## config.mk

```make
export PLATFORM = sky130hd
export DESIGN_NAME = shifter_arbiter_flat
export DESIGN_NICKNAME = d
export VERILOG_FILES = /design/src/rtl/shifter_arbiter_if.sv /design/src/rtl/shifter_arbiter.sv /design/src/flat_wrapper.sv
export SDC_FILE = /design/constraint.sdc
export NUM_CORES = 1
export LEC_CHECK = 0
export ABC_AREA = 1
export BUFFER_PORTS_ARGS = -buffer_cell sky130_fd_sc_hd__buf_2
export CELL_PAD_IN_SITES_DETAIL_PLACEMENT = 0
export CELL_PAD_IN_SITES_GLOBAL_PLACEMENT = 1
export CORE_UTILIZATION = 28
export DETAILED_ROUTE_END_ITERATION = 16
export PLACE_DENSITY = 0.75
export SLEW_MARGIN = 0
export SYNTH_ARGS = -nofsm -noshare
export SYNTH_HDL_FRONTEND = slang
export SYNTH_SLANG_ARGS = --single-unit
```

## constraint.sdc

```tcl
create_clock -name clk -period 2.2 [get_ports clk]
set_input_delay 0.11 -clock clk [delete_from_list [all_inputs] [get_ports clk]]
set_output_delay 0.11 -clock clk [all_outputs]
set_load 0.01 [all_outputs]
```

## src/rtl/shifter_arbiter_if.sv

```systemverilog
// Bundles the two requester channels, the response channel and the external
// shifter connection of shifter_arbiter; the arbiter uses the slave side.
interface shifter_arbiter_if #(
  parameter int DATA_W  = 32,
  parameter int SHAMT_W = 5
);
  logic               req0_valid;
  logic               req0_ready;
  logic [1:0]         req0_op;
  logic [SHAMT_W-1:0] req0_shamt;
  logic [DATA_W-1:0]  req0_data;

  logic               req1_valid;
  logic               req1_ready;
  logic [1:0]         req1_op;
  logic [SHAMT_W-1:0] req1_shamt;
  logic [DATA_W-1:0]  req1_data;

  logic               resp_valid;
  logic               resp_ready;
  logic [DATA_W-1:0]  resp_data;
  logic               resp_id;
  logic               resp_err;

  logic [1:0]         sh_S;
  logic [SHAMT_W-1:0] sh_shift;
  logic [DATA_W-1:0]  sh_B;
  logic [DATA_W-1:0]  sh_H;

  logic               busy;

  modport slave (
    input  req0_valid, req0_op, req0_shamt, req0_data,
    input  req1_valid, req1_op, req1_shamt, req1_data,
    input  resp_ready, sh_H,
    output req0_ready, req1_ready,
    output resp_valid, resp_data, resp_id, resp_err,
    output sh_S, sh_shift, sh_B, busy
  );

  modport master (
    output req0_valid, req0_op, req0_shamt, req0_data,
    output req1_valid, req1_op, req1_shamt, req1_data,
    output resp_ready, sh_H,
    input  req0_ready, req1_ready,
    input  resp_valid, resp_data, resp_id, resp_err,
    input  sh_S, sh_shift, sh_B, busy
  );
endinterface

```

## src/rtl/shifter_arbiter.sv

```systemverilog
// Round-robin arbiter sharing one external combinational shifter between the
// ALU issue path (id 0) and the load/store alignment path (id 1).
module shifter_arbiter #(
  parameter int DATA_W  = 32,
  parameter int SHAMT_W = 5
) (
  input  logic              clk,
  input  logic              rst,
  shifter_arbiter_if.slave  bus
);

  typedef enum logic [1:0] {IDLE, EXEC, RESP} state_t;

  localparam logic [1:0] OP_ILLEGAL = 2'b01;

  state_t             state, state_nxt;
  logic               rr_last;
  logic               grant0, grant1;

  logic [1:0]         op_q;
  logic [SHAMT_W-1:0] shamt_q;
  logic [DATA_W-1:0]  data_q;
  logic               id_q;

  logic [DATA_W-1:0]  resp_data_q;
  logic               resp_id_q;
  logic               resp_err_q;

  // NOTE: every signal written here gets a default first so no path leaves it
  // unassigned, which would otherwise infer a latch.
  always_comb begin
    grant0    = 1'b0;
    grant1    = 1'b0;
    state_nxt = state;
    case (state)
      IDLE: begin
        // On a tie the requester that did not win last time goes first.
        grant0 = bus.req0_valid && (!bus.req1_valid || rr_last);
        grant1 = bus.req1_valid && (!bus.req0_valid || !rr_last);
        if (grant0 || grant1) state_nxt = EXEC;
      end
      EXEC:    state_nxt = RESP;
      RESP:    if (bus.resp_ready) state_nxt = IDLE;
      default: state_nxt = IDLE;
    endcase
  end

  // NOTE: sequential state uses non-blocking assignments so every register
  // samples the pre-edge values regardless of statement order.
  always_ff @(posedge clk or posedge rst) begin
    if (rst) state <= IDLE;
    else     state <= state_nxt;
  end

  always_ff @(posedge clk or posedge rst) begin
    if (rst) begin
      rr_last     <= 1'b1;
      op_q        <= 2'b00;
      shamt_q     <= '0;
      data_q      <= '0;
      id_q        <= 1'b0;
      resp_data_q <= '0;
      resp_id_q   <= 1'b0;
      resp_err_q  <= 1'b0;
    end else begin
      if (grant0 || grant1) begin
        op_q    <= grant1 ? bus.req1_op    : bus.req0_op;
        shamt_q <= grant1 ? bus.req1_shamt : bus.req0_shamt;
        data_q  <= grant1 ? bus.req1_data  : bus.req0_data;
        id_q    <= grant1;
        rr_last <= grant1;
      end
      if (state == EXEC) begin
        resp_id_q <= id_q;
        // An illegal op never trusts the shifter output.
        if (op_q == OP_ILLEGAL) begin
          resp_data_q <= '0;
          resp_err_q  <= 1'b1;
        end else begin
          resp_data_q <= bus.sh_H;
          resp_err_q  <= 1'b0;
        end
      end
    end
  end

  assign bus.req0_ready = grant0;
  assign bus.req1_ready = grant1;

  assign bus.sh_S     = op_q;
  assign bus.sh_shift = shamt_q;
  assign bus.sh_B     = data_q;

  assign bus.resp_valid = (state == RESP);
  assign bus.resp_data  = resp_data_q;
  assign bus.resp_id    = resp_id_q;
  assign bus.resp_err   = resp_err_q;
  assign bus.busy       = (state != IDLE);

endmodule

```

## src/flat_wrapper.sv

```systemverilog
// flat-port wrapper written by rule: the top's interface ports become plain ports
module shifter_arbiter_flat 
#(
  parameter int DATA_W  = 32,
  parameter int SHAMT_W = 5
)
  (clk, rst, bus_req0_valid, bus_req0_op, bus_req0_shamt, bus_req0_data, bus_req1_valid, bus_req1_op, bus_req1_shamt, bus_req1_data, bus_resp_ready, bus_sh_H, bus_req0_ready, bus_req1_ready, bus_resp_valid, bus_resp_data, bus_resp_id, bus_resp_err, bus_sh_S, bus_sh_shift, bus_sh_B, bus_busy);
  shifter_arbiter_if #(.DATA_W(DATA_W), .SHAMT_W(SHAMT_W)) bus_i ();
  input  logic clk;
  input  logic rst;
  input wire logic [$bits(bus_i.req0_valid)-1:0] bus_req0_valid;
  input wire logic [$bits(bus_i.req0_op)-1:0] bus_req0_op;
  input wire logic [$bits(bus_i.req0_shamt)-1:0] bus_req0_shamt;
  input wire logic [$bits(bus_i.req0_data)-1:0] bus_req0_data;
  input wire logic [$bits(bus_i.req1_valid)-1:0] bus_req1_valid;
  input wire logic [$bits(bus_i.req1_op)-1:0] bus_req1_op;
  input wire logic [$bits(bus_i.req1_shamt)-1:0] bus_req1_shamt;
  input wire logic [$bits(bus_i.req1_data)-1:0] bus_req1_data;
  input wire logic [$bits(bus_i.resp_ready)-1:0] bus_resp_ready;
  input wire logic [$bits(bus_i.sh_H)-1:0] bus_sh_H;
  output wire logic [$bits(bus_i.req0_ready)-1:0] bus_req0_ready;
  output wire logic [$bits(bus_i.req1_ready)-1:0] bus_req1_ready;
  output wire logic [$bits(bus_i.resp_valid)-1:0] bus_resp_valid;
  output wire logic [$bits(bus_i.resp_data)-1:0] bus_resp_data;
  output wire logic [$bits(bus_i.resp_id)-1:0] bus_resp_id;
  output wire logic [$bits(bus_i.resp_err)-1:0] bus_resp_err;
  output wire logic [$bits(bus_i.sh_S)-1:0] bus_sh_S;
  output wire logic [$bits(bus_i.sh_shift)-1:0] bus_sh_shift;
  output wire logic [$bits(bus_i.sh_B)-1:0] bus_sh_B;
  output wire logic [$bits(bus_i.busy)-1:0] bus_busy;
  assign bus_i.req0_valid = bus_req0_valid;
  assign bus_i.req0_op = bus_req0_op;
  assign bus_i.req0_shamt = bus_req0_shamt;
  assign bus_i.req0_data = bus_req0_data;
  assign bus_i.req1_valid = bus_req1_valid;
  assign bus_i.req1_op = bus_req1_op;
  assign bus_i.req1_shamt = bus_req1_shamt;
  assign bus_i.req1_data = bus_req1_data;
  assign bus_i.resp_ready = bus_resp_ready;
  assign bus_i.sh_H = bus_sh_H;
  assign bus_req0_ready = bus_i.req0_ready;
  assign bus_req1_ready = bus_i.req1_ready;
  assign bus_resp_valid = bus_i.resp_valid;
  assign bus_resp_data = bus_i.resp_data;
  assign bus_resp_id = bus_i.resp_id;
  assign bus_resp_err = bus_i.resp_err;
  assign bus_sh_S = bus_i.sh_S;
  assign bus_sh_shift = bus_i.sh_shift;
  assign bus_sh_B = bus_i.sh_B;
  assign bus_busy = bus_i.busy;
  shifter_arbiter #(.DATA_W(DATA_W), .SHAMT_W(SHAMT_W)) u_core (.clk(clk), .rst(rst), .bus(bus_i));
endmodule
```

==> Word-level counts from Yosys, hierarchy flattened <==
Index checks and enable logic that the tools add are counted.
{ "word_totals": {"input_bits": 115, "ff_bits": 77, "latch_bits": 0, "ramBits": 0, "wordCells": 36, "rom_bits": 0, "output_inout_bits": 77, "n_memories": 0} }
{ "classes": {"shifts": 0, "eq_ne": 5, "bitwise": 0, "n_reduce_logical": 12, "n_lt_le_gt_ge": 0, "n_mux": 10, "n_mul": 0, "n_div": 0, "n_addsub": 0} }
{ "op_table": {"columns": ["cell", "count"], "rows": [
  ["$mux 32", 2],
  ["$mux 2", 3],
  ["$pmux 2 s3", 1],
  ["$mux 5", 1],
  ["$eq 2x1->1 const B", 2],
  ["$logic_or 1x1->1", 4],
  ["$logic_not 1->1", 3],
  ["$mux 1", 3],
  ["$eq 2x2->1 const B", 1],
  ["$logic_and 1x1->1", 2],
  ["$logic_not 2->1", 1],
  ["$ne 2x1->1 const B", 1],
  ["$ne 2x2->1 const B", 1],
  ["$reduce_and 2->1", 1],
  ["$reduce_bool 2->1", 1]
]} }

==> Logic depth before layout (Yosys ltp) <==
Gate-level depths: netlist of the first run.
{ "depth": {"word_depth": 6, "ltp_mapped": 6, "mapped_depth_nobuf": 5} }

==> Least setup slack after synthesis of the first run <==
Ideal clock, no wire load.
{ "synth_timing": {"path_type": "reg2out", "start": "register u_core.state[0]", "end": "output bus_req0_ready", "path_buffers": 1, "path_slack_ps": 970, "path_stages_with_launch": 5, "required_ps": 2090, "arrival_time_ps": 1120, "path_cell_list": "dfrtp_1 nor2_4 clkbuf_1 nand2_1 a21oi_1"} }
{ "synth_between": {"elab_chain_cells": 2} }
{ "synth_rtl": {"columns": ["element", "line", "source"], "rows": [
  ["start: declaration", "shifter_arbiter.sv:16", "state_t state, state_nxt;"],
  ["start signal: assignment", "shifter_arbiter.sv:52", "else state <= state_nxt;"],
  ["$logic_not 2->1", "shifter_arbiter.sv:35", "case (state)"],
  ["$mux 1", "shifter_arbiter.sv:35", null],
  ["end: declaration", "flat_wrapper.sv:21", "output wire logic [$bits(bus_i.req0_ready)-1:0] bus_req0_ready;"]
]} }
No other way between the ends.

==> Worst setup path in the final report of the first run <==
Ends and elaborated chain as after synthesis.

==> results of run 1 <==
## power by group
part           switching, mW  internal [mW]  total [mW]
sequential             0.404           2.12        2.52
combinational           1.99           1.22        3.21
clock                  0.576          0.911        1.49
## sequential cells by signal (all words and copies together), names as in the netlist
signal	count
u_core.bus.sh_shift	5
u_core.bus.sh_S	2
u_core.bus.resp_data	32
u_core.bus.resp_id	1
u_core.bus.sh_B	32
u_core.rr_last	1
u_core.bus.resp_err	1
u_core.id_q	1
u_core.state	2
## worst max-delay path by stage
stage                    startpoint                      end  slack (ns)  cells past startpoint
floorplan                       rst  u_core.bus.resp_data[0]        0.12                      1
global placement    u_core.state[0]   u_core.bus.sh_shift[4]        0.72                      6
detailed placement   u_core.rr_last       u_core.bus.sh_B[7]        0.70                      6
CTS                 u_core.state[0]           bus_req0_ready        0.41                      5
global route        u_core.state[0]           bus_req0_ready        0.34                      5
finish              u_core.state[0]           bus_req0_ready        0.41                      5
## through the flow
stage          area (um^2)  hold slack, ns
4_1_cts               5518         0.05588
6_report              5518         0.07468
3_3_place_gp          4875          0.1999
5_1_grt               5518         0.07497
3_5_place_dp          4875          0.2138
2_1_floorplan         3739          0.2172
## cells by family (layout without fill, tap and decap cells)
group | count (synthesis) | in the layout | synth area share, %
buffers and inverters | 118 | 338 | 12.72
DFF | 77 | 77 | 51.57
and+or+nand+nor | 299 | 299 | 34.24
AOI/OAI and AO/OA | 8 | 8 | 1.473
## placed cells by master (no fill, tap or decap), types with 2 or more instances in the layout
cell / netlist / final
buf_2: 14 / 191
nor2_1: 2 / 2
nand3_1: 40 / 39
inv_1: 86 / 85
o21ai_0: 4 / 4
a21oi_1: 2 / 2
buf_4: 4 / 8
nand4_1: 39 / 39
clkinv_4: 0 / 2
nand2_1: 216 / 216
buf_12: 0 / 2
dlygate4sd3_1: 0 / 34
clkinv_2: 0 / 2
clkbuf_16: 0 / 9
dfrtp_1: 76 / 76
## area by class of cell
| cell class | instances | area [um^2] | area share (%) |
|---|---|---|---|
| clock buffers | 11 | 242.7 | 4.399 |
| clock inverters | 5 | 60.06 | 1.088 |
| inverters | 87 | 327.8 | 5.941 |
| multi-input cells | 307 | 1348 | 24.42 |
| flip-flops and latches | 77 | 1928 | 34.94 |
| well taps | 172 | 215.2 | 3.900 |
| repair buffers | 235 | 1396 | 25.31 |
## layer usage
layer,GRT usage [%],share of wire [%],vias to the layer above
met5,0,0.11,-
met4,5.689,0.79,2
met3,5.281,6.3,10
met2,28.77,48,160
met1,21.56,45,1815
li1,-,-,1965
## synthesized netlist by cell type (2+ instances only)
cell type / instances
nand2_1: 216
inv_1: 86
dfrtp_1: 76
nand3_1: 40
nand4_1: 39
buf_2: 14
clkbuf_1: 12
buf_4: 4
o21ai_0: 4
a21oi_1: 2
nor2_1: 2
## worst max-delay path, cell delays in order, from the launching register on
cell	delay [ns]
dfrtp_1	0.44
nor2_4	0.13
buf_4	0.27
nand2_1	0.07
a21oi_1	0.23
buf_2	0.19
==> summary.md, run 1 <==
| Metric | Value |
|---|---|
| Top cell type's share of synthesized area | `50.87%` |
| Worst r2r dst | `u_core.bus.sh_B[10]` |
| Hold depth | `5` |
| Layout cells sized above 1 | `31.02%` |
| Fin util | `43.02%` |
| Diodes inserted | `0` |
| Root Buffer | `clkbuf_16` |
| CTS Sinks | `77` |
| Post-route worst setup slack | `0.4110 ns` |
| CTS clk-pin slew, worst paths | `0.06 ns` |
| Worst-path maximum fanout | `21` |
| Die height | `117.6 um` |
| Achievable frequency | `0.5590 GHz` |
| Cell taking the most area after synthesis | `dfrtp_1` |
| Clock buffer depth | `2` |
| Post-synth cell types | `18` |
| Register-to-register setup slack | `0.69 ns` |
| Nets@finish | `832` |
| DRT iter0 DRCs | `211` |
| Number of global-route vias before repair | `4038` |
| RSZ-0062 raised after global routing | `no` |
| GRT Overall Usage | `17.39%` |
| # fillers | `1321` |
| Post-route insts no fill | `894` |
| Die area | `0.01382 mm^2` |
| Final period utilization | `81.32%` |
| Top FF cell, synth | `dfrtp_1` |
| Initial antenna violation count | `1` |
| Setup TNS | `0 ns` |
| Hold/Removal Path Class | `in -> reg` |
| Synth Warn # | `0` |
| Critical path class | `reg -> out` |
| Largest cells by area after synthesis | `dfrtp_1, nand2_1, inv_1` |
| First-pass GRT wire length | `19240 um` |
| Peak VDD IR | `472.2 uV` |
| Syn-to-layout area delta | `47.59%` |
| Die Span X | `117.6 um` |
| CP Data Required Time | `2.09 ns` |
| Asr flop ratio synth | `100.0%` |
| Min-Delay Endpoint | `u_core.bus.sh_B[18]` |
| Placed Cells | `844` |
| Total Wirelength | `11450 um` |
| Routability cong. | `0.8213` |
| Cts hold-fix bufs | `34` |
| Drt pass-1 iters | `4` |
| FP Rows | `41` |
| Seq/Total Area, Yosys | `51.57%` |
| Maximum capacitance violations | `0` |
| Fin. Hold Viols | `0` |
| DRC | `0` |
| Status | `complete, no violations` |
| CP endpoint kind | `primary output` |
| Largest net degree at the start of global routing | `45` |
| Final Power | `7.225 mW` |
| Synth Instances | `502` |
| Syn Nets | `617` |
| Vias per cell | `4.421` |
| Worst-Margin Slew | `0.6343 ns` |
| Post-synth EDFFs | `0` |
| Cts repair resizes | `0` |
| Worst-skew pair later-pin latency | `0.33 ns` |
| Power Dens Cells | `1309 mW/mm^2` |
| Grt total ovfl | `0` |
| Syn Area/Cell | `7.447 um^2` |
| Worst flop-to-flop path startpoint | `u_core.rr_last` |
| Reg2reg path depth | `6` |
| Max-Slew Margin vs Limit | `57.67%` |
| Post-detail-place hpwl | `7911 um` |
| Final setup viols | `0` |
| CTS Buf Count | `9` |
| Post-Place Setup Slack | `0.7017 ns` |
| Final Max Tran Viols | `0` |
| Setup Buffers After CTS | `0` |
| TritonCTS clock tree | `done` |
| Routed vias | `3952` |
| Boundary pin count | `192` |
| Core area | `0.01282 mm^2` |
| Critical path arrival | `1.68 ns` |
| H-tree depth | `3` |
| Seq cells post-synth | `77` |
| Startpoint types | `flop` |
| Leakage | `3.336 nW` |
| Hold_sp | `bus_req0_data[18]` |
| Starting Density | `29.15%` |
| Cell Area, Synth | `0.003739 mm^2` |
| Final ANT Viol Nets | `0` |
| Final Skew | `0.005031 ns` |
| Final worst path period need | `1.789 ns` |
| Wire length per cell after detailed routing | `12.81 um` |
| I/O Buffers | `191` |
Note: power is estimated with default switching activity, not from simulation.
==> run 2: changes to the inputs <==
==> constraint.sdc (replaced) <==
create_clock -name clk -period 1.58 [get_ports clk]
set_input_delay 0.079 -clock clk [delete_from_list [all_inputs] [get_ports clk]]
set_output_delay 0.079 -clock clk [all_outputs]
set_load 0.01 [all_outputs]
==> run 2 against run 1 <==
  * Sequential cell count unchanged
  * Sequential share of layout area decreased by 1.0 points
  * Count of clock-buffer cells in the layout decreased by 2
  * Core utilization increased by 1.3 points
  * Highest routed layer is now met4
  * Non-clock buffer count increased by 11
  * Register-to-register slack got worse by 0.49 ns
==> summary.md, run 2 (synthesized netlist as in run 1, its figures left out) <==
| Metric | Value |
|---|---|
| Status | `complete, no violations` |
| Post-detail-place hpwl | `7699 um (-2.7%)` |
| Leakage | `3.422 nW (+2.6%)` |
| Final instance area | `0.005690 mm^2 (+3.1%)` |
| CP max stage cell | `dfrtp_2` |
| Final ANT Viol Nets | `0 (unchanged)` |
| Final Max Tran Viols | `0 (unchanged)` |
| CTS clk-pin slew, worst paths | `0.07 ns (about the same)` |
| DRT iter0 DRCs | `164 (-22%)` |
| Peak VDD IR | `643.8 uV (+36%)` |
| I/O Buffers | `191 (unchanged)` |
| Nets@finish | `843 (+1.3%)` |
| Achievable frequency | `0.6670 GHz` |
| Die height | `117.6 um (unchanged)` |
| Crit-path leading delay family | `flip-flops` |
| Final Power | `10.72 mW (+48%)` |
| CTS Buf Count | `9 (unchanged)` |
| Root Buffer | `clkbuf_16` |
| Starting Density | `29.15% (unchanged)` |
| Maximum capacitance violations | `0 (unchanged)` |
| Boundary pin count | `192 (unchanged)` |
| Most frequent cells in the layout | `nand2_1, buf_2, inv_1, dfrtp_1` |
| Wire length per cell after detailed routing | `12.87 um (+0.49%)` |
| CP peak stage delay | `0.43 ns (about the same)` |
| Final worst path period need | `1.499 ns` |
| Drt pass-1 iters | `4 (unchanged)` |
| Syn-to-layout area delta | `52.21%` |
| Max-Slew Margin vs Limit | `70.28% (+13 points)` |
| Startpoint types | `flop` |
| Setup TNS | `0 ns (unchanged)` |
| Commonest non-fill, non-tap cell in the layout | `nand2_1` |
| Largest net degree at the start of global routing | `78 (+73%)` |
| GRT Overall Usage | `17.28% (-0.11 points)` |
| Fin util | `44.37% (+1.3 points)` |
| First-pass GRT wire length | `19270 um (+0.18%)` |
| CTS Sinks | `77 (unchanged)` |
| Final period utilization | `94.89%` |
| Grt total ovfl | `0 (unchanged)` |
| Worst-skew pair later-pin latency | `0.34 ns (about the same)` |
| Final Skew | `0.008737 ns (+0.003706 ns)` |
| Post-Place Setup Slack | `0.2480 ns (-0.4538 ns)` |
| Routability cong. | `0.8249 (+0.44%)` |
| Worst-path maximum fanout | `26 (+24%)` |
| DRC | `0 (unchanged)` |
| Hold/Removal Path Class | `in -> reg` |
| Layout cells sized above 1 | `32.33% (+1.3 points)` |
| Number of global-route vias before repair | `4000 (-0.94%)` |
| Fin. Hold Viols | `0 (unchanged)` |
| Critical path class | `reg -> out` |
| Worst-Margin Slew | `0.4458 ns (-0.1885 ns)` |
| Core area | `0.01282 mm^2 (unchanged)` |
| Total Wirelength | `11660 um (+1.8%)` |
| Cells along the critical path | `nor2_4 -> nand3_2 -> buf_12 -> inv_1 -> buf_2` |
| Routed vias | `4034 (+2.1%)` |
| Vias per cell | `4.453 (+0.72%)` |
| Die Span X | `117.6 um (unchanged)` |
| Crit path buf inv count | `3 (+1)` |
| DP Area | `0.004937 mm^2 (+1.3%)` |
| Initial antenna violation count | `1 (unchanged)` |
| H-tree depth | `3 (unchanged)` |
| Die area | `0.01382 mm^2 (unchanged)` |
| Final setup viols | `0 (unchanged)` |
| CP endpoint kind | `primary output` |
| Power Dens Cells | `1884 mW/mm^2 (+44%)` |
| FP Rows | `41 (unchanged)` |
| TritonCTS clock tree | `done` |
| Critical path arrival | `1.42 ns (-0.26 ns)` |
| Clock buffer depth | `2 (unchanged)` |
| CP Data Required Time | `1.50 ns (-0.59 ns)` |
| Post-route worst setup slack | `0.08077 ns (-0.3302 ns)` |
-- run 2: stage by stage --
step | instances | hold slack [ns]
detailed placement | 847 | 0.2390
global route | 905 | 0.05598
floorplan | 502 | 0.1862
finish | 906 | 0.03715
global placement | 847 | 0.2300
CTS | 903 | 0.02524
-- run 2: power breakdown --
part	internal (mW)	switching, mW	leakage (nW)	total, mW
logic	2.08	2.90	2.32	4.98
clock network	1.39	0.833	0.156	2.22
registers	2.95	0.566	0.949	3.52
total	6.43	4.30	3.42	10.7
-- run 2: layer usage --
layer / GRT usage, % / routed length, um
met1: 21.84 / 5277
met2: 28.85 / 5376
met3: 3.828 / 840
met4: 6.330 / 164
met5: 0 / 0
-- run 2: final timing paths --
| path | from | to | slack, ns | depth (start not counted) |
|---|---|---|---|---|
| setup / recovery | u_core.state[0] | bus_req1_ready | 0.08 | 5 |
| hold / removal | bus_req0_data[13] | u_core.bus.sh_B[13] | 0.04 | 5 |
| setup reg to reg | u_core.state[0] | u_core.bus.sh_B[15] | 0.20 | 6 |
| hold reg to reg | u_core.bus.resp_data[31] | u_core.bus.resp_data[31] | 0.47 | 2 |
| max in group asynchronous | rst | u_core.rr_last | 0.80 | 4 |
| min in group asynchronous | rst | u_core.bus.resp_data[5] | 0.45 | 4 |
-- run 2: area by class of cell --
class,instances,area (um^2)
timing repair buffer,246,1541
clock buffer,9,225.2
inverter,87,330.3
fill,1302,7134
sequential,77,1929
multi-input combinational,307,1348
clock inverter,7,98.84
antenna,1,2.502
tap,172,215.2
-- run 2: repair_timing --
| item | 4_1_cts | 5_1_grt |
|---|---|---|
| hold buffers | 34 | 0 |
| gates resized for setup | 1 | 0 |
| hold endpoints to repair | 109 | 0 |
| endpoints found under the setup margin | 2 | 2 |
| pin swaps | 1 | 2 |
| setup buffers | 5 | 2 |
| gates cloned | 1 | 0 |
-- run 2: worst reg2reg max path: cells and delay by family, from the launching register on --
kind / cells / cell delay (ns)
buffers and inverters: 2 / 0.44
flip-flops: 1 / 0.43
AND/OR/NAND/NOR: 4 / 0.41
==> run 3: changes to the inputs <==
--- a/config.mk
+++ b/config.mk
@@ -11,7 +11,7 @@
 export CELL_PAD_IN_SITES_GLOBAL_PLACEMENT = 1
 export CORE_UTILIZATION = 28
 export DETAILED_ROUTE_END_ITERATION = 16
-export PLACE_DENSITY = 0.75
+export PLACE_DENSITY = 0.84
 export SLEW_MARGIN = 0
 export SYNTH_ARGS = -nofsm -noshare
 export SYNTH_HDL_FRONTEND = slang
==> run 3 against run 2 <==
  * Critical path type unchanged
  * Register-to-register slack got worse by 0.08 ns
  * Count of clock-buffer cells in the layout rose by 1
  * Clock skew fell by 0.0026 ns
  * Final cell count did not move
  * Wire length rose by 1.6%
  * Clock power rose by 6%
  * Total power rose by 1.4%
  * Global-route usage barely moved
==> summary.md, run 3 (synthesized netlist as in run 1, its figures left out) <==
| Metric | Value |
|---|---|
| CTS Buf Count | `9 (unchanged)` |
| Hold depth | `5 (unchanged)` |
| RSZ-0062 raised after global routing | `yes` |
| Die height | `117.6 um (unchanged)` |
| Status | `complete, no violations` |
| Routed vias | `3938 (-2.4%)` |
| Final Skew | `0.006097 ns (-0.002640 ns)` |
| Max-Slew Margin vs Limit | `70.10% (-0.18 points)` |
| Final ANT Viol Nets | `0 (unchanged)` |
| Post-detail-place hpwl | `7655 um (-0.57%)` |
| Post-route insts no fill | `906 (unchanged)` |
| CP Data Required Time | `1.50 ns (about the same)` |
| Register-to-register setup slack | `0.12 ns (-0.08 ns)` |
| I/O Buffers | `191 (unchanged)` |
| Hold/Removal Path Class | `in -> reg` |
| CTS Sinks | `77 (unchanged)` |
| Starting Density | `29.15% (unchanged)` |
| Root Buffer | `clkbuf_16` |
| Largest net degree at the start of global routing | `44 (-44%)` |
| Commonest non-fill, non-tap cell in the layout | `nand2_1` |
| Wire length per cell after detailed routing | `13.08 um (+1.6%)` |
| Leakage | `3.455 nW (+0.95%)` |
| Final worst path period need | `1.483 ns (-0.01636 ns)` |
| CP endpoint kind | `primary output` |
| DP Area | `0.004972 mm^2 (+0.71%)` |
| Power Dens Cells | `1887 mW/mm^2 (+0.14%)` |
| Worst flop-to-flop path startpoint | `u_core.rr_last` |
| Die area | `0.01382 mm^2 (unchanged)` |
| CP max stage cell | `dfrtp_2` |
| Fin util | `44.95% (+0.58 points)` |
| Final setup viols | `0 (unchanged)` |
| Final instance area | `0.005764 mm^2 (+1.3%)` |
| Worst r2r dst | `u_core.bus.sh_B[1]` |
| Final Max Tran Viols | `0 (unchanged)` |
| Placed Cells | `850 (+0.35%)` |
| Peak VDD IR | `663.6 uV (+3.1%)` |
| First-pass GRT wire length | `19200 um (-0.36%)` |
| Sw power | `4.316 mW (+0.45%)` |
| Drt pass-1 iters | `4 (unchanged)` |
| CTS clk-pin slew, worst paths | `0.06 ns (about the same)` |
| Die Span X | `117.6 um (unchanged)` |
| Clock buffer depth | `2 (unchanged)` |
| Final period utilization | `93.85% (-1.0 points)` |
| Syn-to-layout area delta | `54.18%` |
| Critical path arrival | `1.40 ns (-0.02 ns)` |
| Total Wirelength | `11850 um (+1.6%)` |
| Boundary pin count | `192 (unchanged)` |
| CP peak stage delay | `0.44 ns (about the same)` |
| Logic pwr share | `46.5% (about the same)` |
| Core area | `0.01282 mm^2 (unchanged)` |
| Worst-path maximum fanout | `13 (-50%)` |
| Nets@finish | `844 (+0.12%)` |
| TritonCTS clock tree | `done` |
| FP Rows | `41 (unchanged)` |
| DRC | `0 (unchanged)` |
| Worst-Margin Slew | `0.4485 ns (+0.002703 ns)` |
| Startpoint types | `flop` |
| Grt total ovfl | `0 (unchanged)` |
| Routability cong. | `0.7545 (-8.5%)` |
| Net Sw Frac | `39.68% (-0.39 points)` |
| Crit-path leading delay family | `flip-flops` |
| GRT Overall Usage | `17.28% (about the same)` |
| Reg2reg path depth | `7 (+1)` |
| Vias per cell | `4.347 (-2.4%)` |
| Cells along the critical path | `nor2_4 -> buf_12 -> nand2_4 -> a21oi_2 -> buf_2` |
| Min-Delay Endpoint | `u_core.bus.sh_B[14]` |
| Most frequent cells in the layout | `nand2_1, buf_2, inv_1, dfrtp_1` |
| Layout cells sized above 1 | `32.56% (+0.23 points)` |
| Maximum capacitance violations | `0 (unchanged)` |
| CP startpoint | `u_core.state[0]` |
| Achievable frequency | `0.6744 GHz (+1.1%)` |
| Number of global-route vias before repair | `3935 (-1.6%)` |
| Final Power | `10.88 mW (+1.4%)` |
| Critical path class | `reg -> out` |
| Clock Power Share | `21.7% (+1.0 points)` |
| Setup TNS | `0 ns (unchanged)` |
| H-tree depth | `3 (unchanged)` |
| Hold_sp | `bus_req0_data[14]` |
| Internal power | `6.561 mW (+2.1%)` |
| Power share of the sequential group | `31.9% (-0.9 points)` |
| DRT iter0 DRCs | `140 (-15%)` |
| Crit path buf inv count | `2 (-1)` |
| Initial antenna violation count | `0 (-1)` |
| Diodes inserted | `0 (-1)` |
| Worst-skew pair later-pin latency | `0.33 ns (about the same)` |
| Fin. Hold Viols | `0 (unchanged)` |
[run 3: layout make-up]
cell class / instances / area (um^2)
multi-input cells: 307 / 1366
repair buffers: 247 / 1583
fillers: 1348 / 7061
clock inverters: 6 / 111.4
flip-flops and latches: 77 / 1929
clock buffers: 10 / 229.0
inverters: 87 / 330.3
well taps: 172 / 215.2
[run 3: power groups by stage]
stage	clock [mW]	sequential [mW]	combinational, mW
floorplan	0	3.89	2.31
global placement	0	3.49	4.70
detailed placement	0	3.47	4.79
CTS	2.43	3.47	4.97
global route	2.50	3.59	5.63
finish	2.36	3.47	5.05
[run 3: stage by stage]
stage	hold WS [ns]	setup slack, ns
finish	0.03940	0.09713
global route	0.05131	-0.001651
CTS	0.02802	0.001250
detailed placement	0.1719	0.1392
global placement	0.1775	0.1951
floorplan	0.1862	0.3812
[run 3: timing repair]
action / 4_1_cts / 5_1_grt
gates cloned: 1 / 1
hold endpoints to repair: 109 / 0
resized for setup: 3 / 3
setup endpoints to repair: 1 / 19
hold buffers: 34 / 0
buffers inserted: 1 / 3
pin swaps: 2 / 1
[run 3: layer usage]
metal	wire, um	track usage [%]	up-vias
li1	-	-	1986
met1	5468	22.16	1792
met2	5562	29.14	149
met3	717	3.973	11
met4	102	4.647	0
met5	0	0	-
[run 3: worst max-delay path by stage]
stage / end / cells after the start
2_1_floorplan: bus_req0_ready / 4
3_3_place_gp: u_core.bus.sh_B[8] / 7
3_5_place_dp: u_core.bus.sh_B[12] / 7
4_1_cts: bus_req0_ready / 5
5_1_grt: bus_req0_ready / 5
6_report: bus_req0_ready / 5
[run 3: worst register-to-register path: stages (launching register included)]
cell and delay [ns]:
dfstp_2 0.52, nand2_1 0.10, nand3_4 0.11, buf_6 0.14
bufbuf_16 0.30, nand2_1 0.07, nand3_1 0.06, nand2_1 0.05
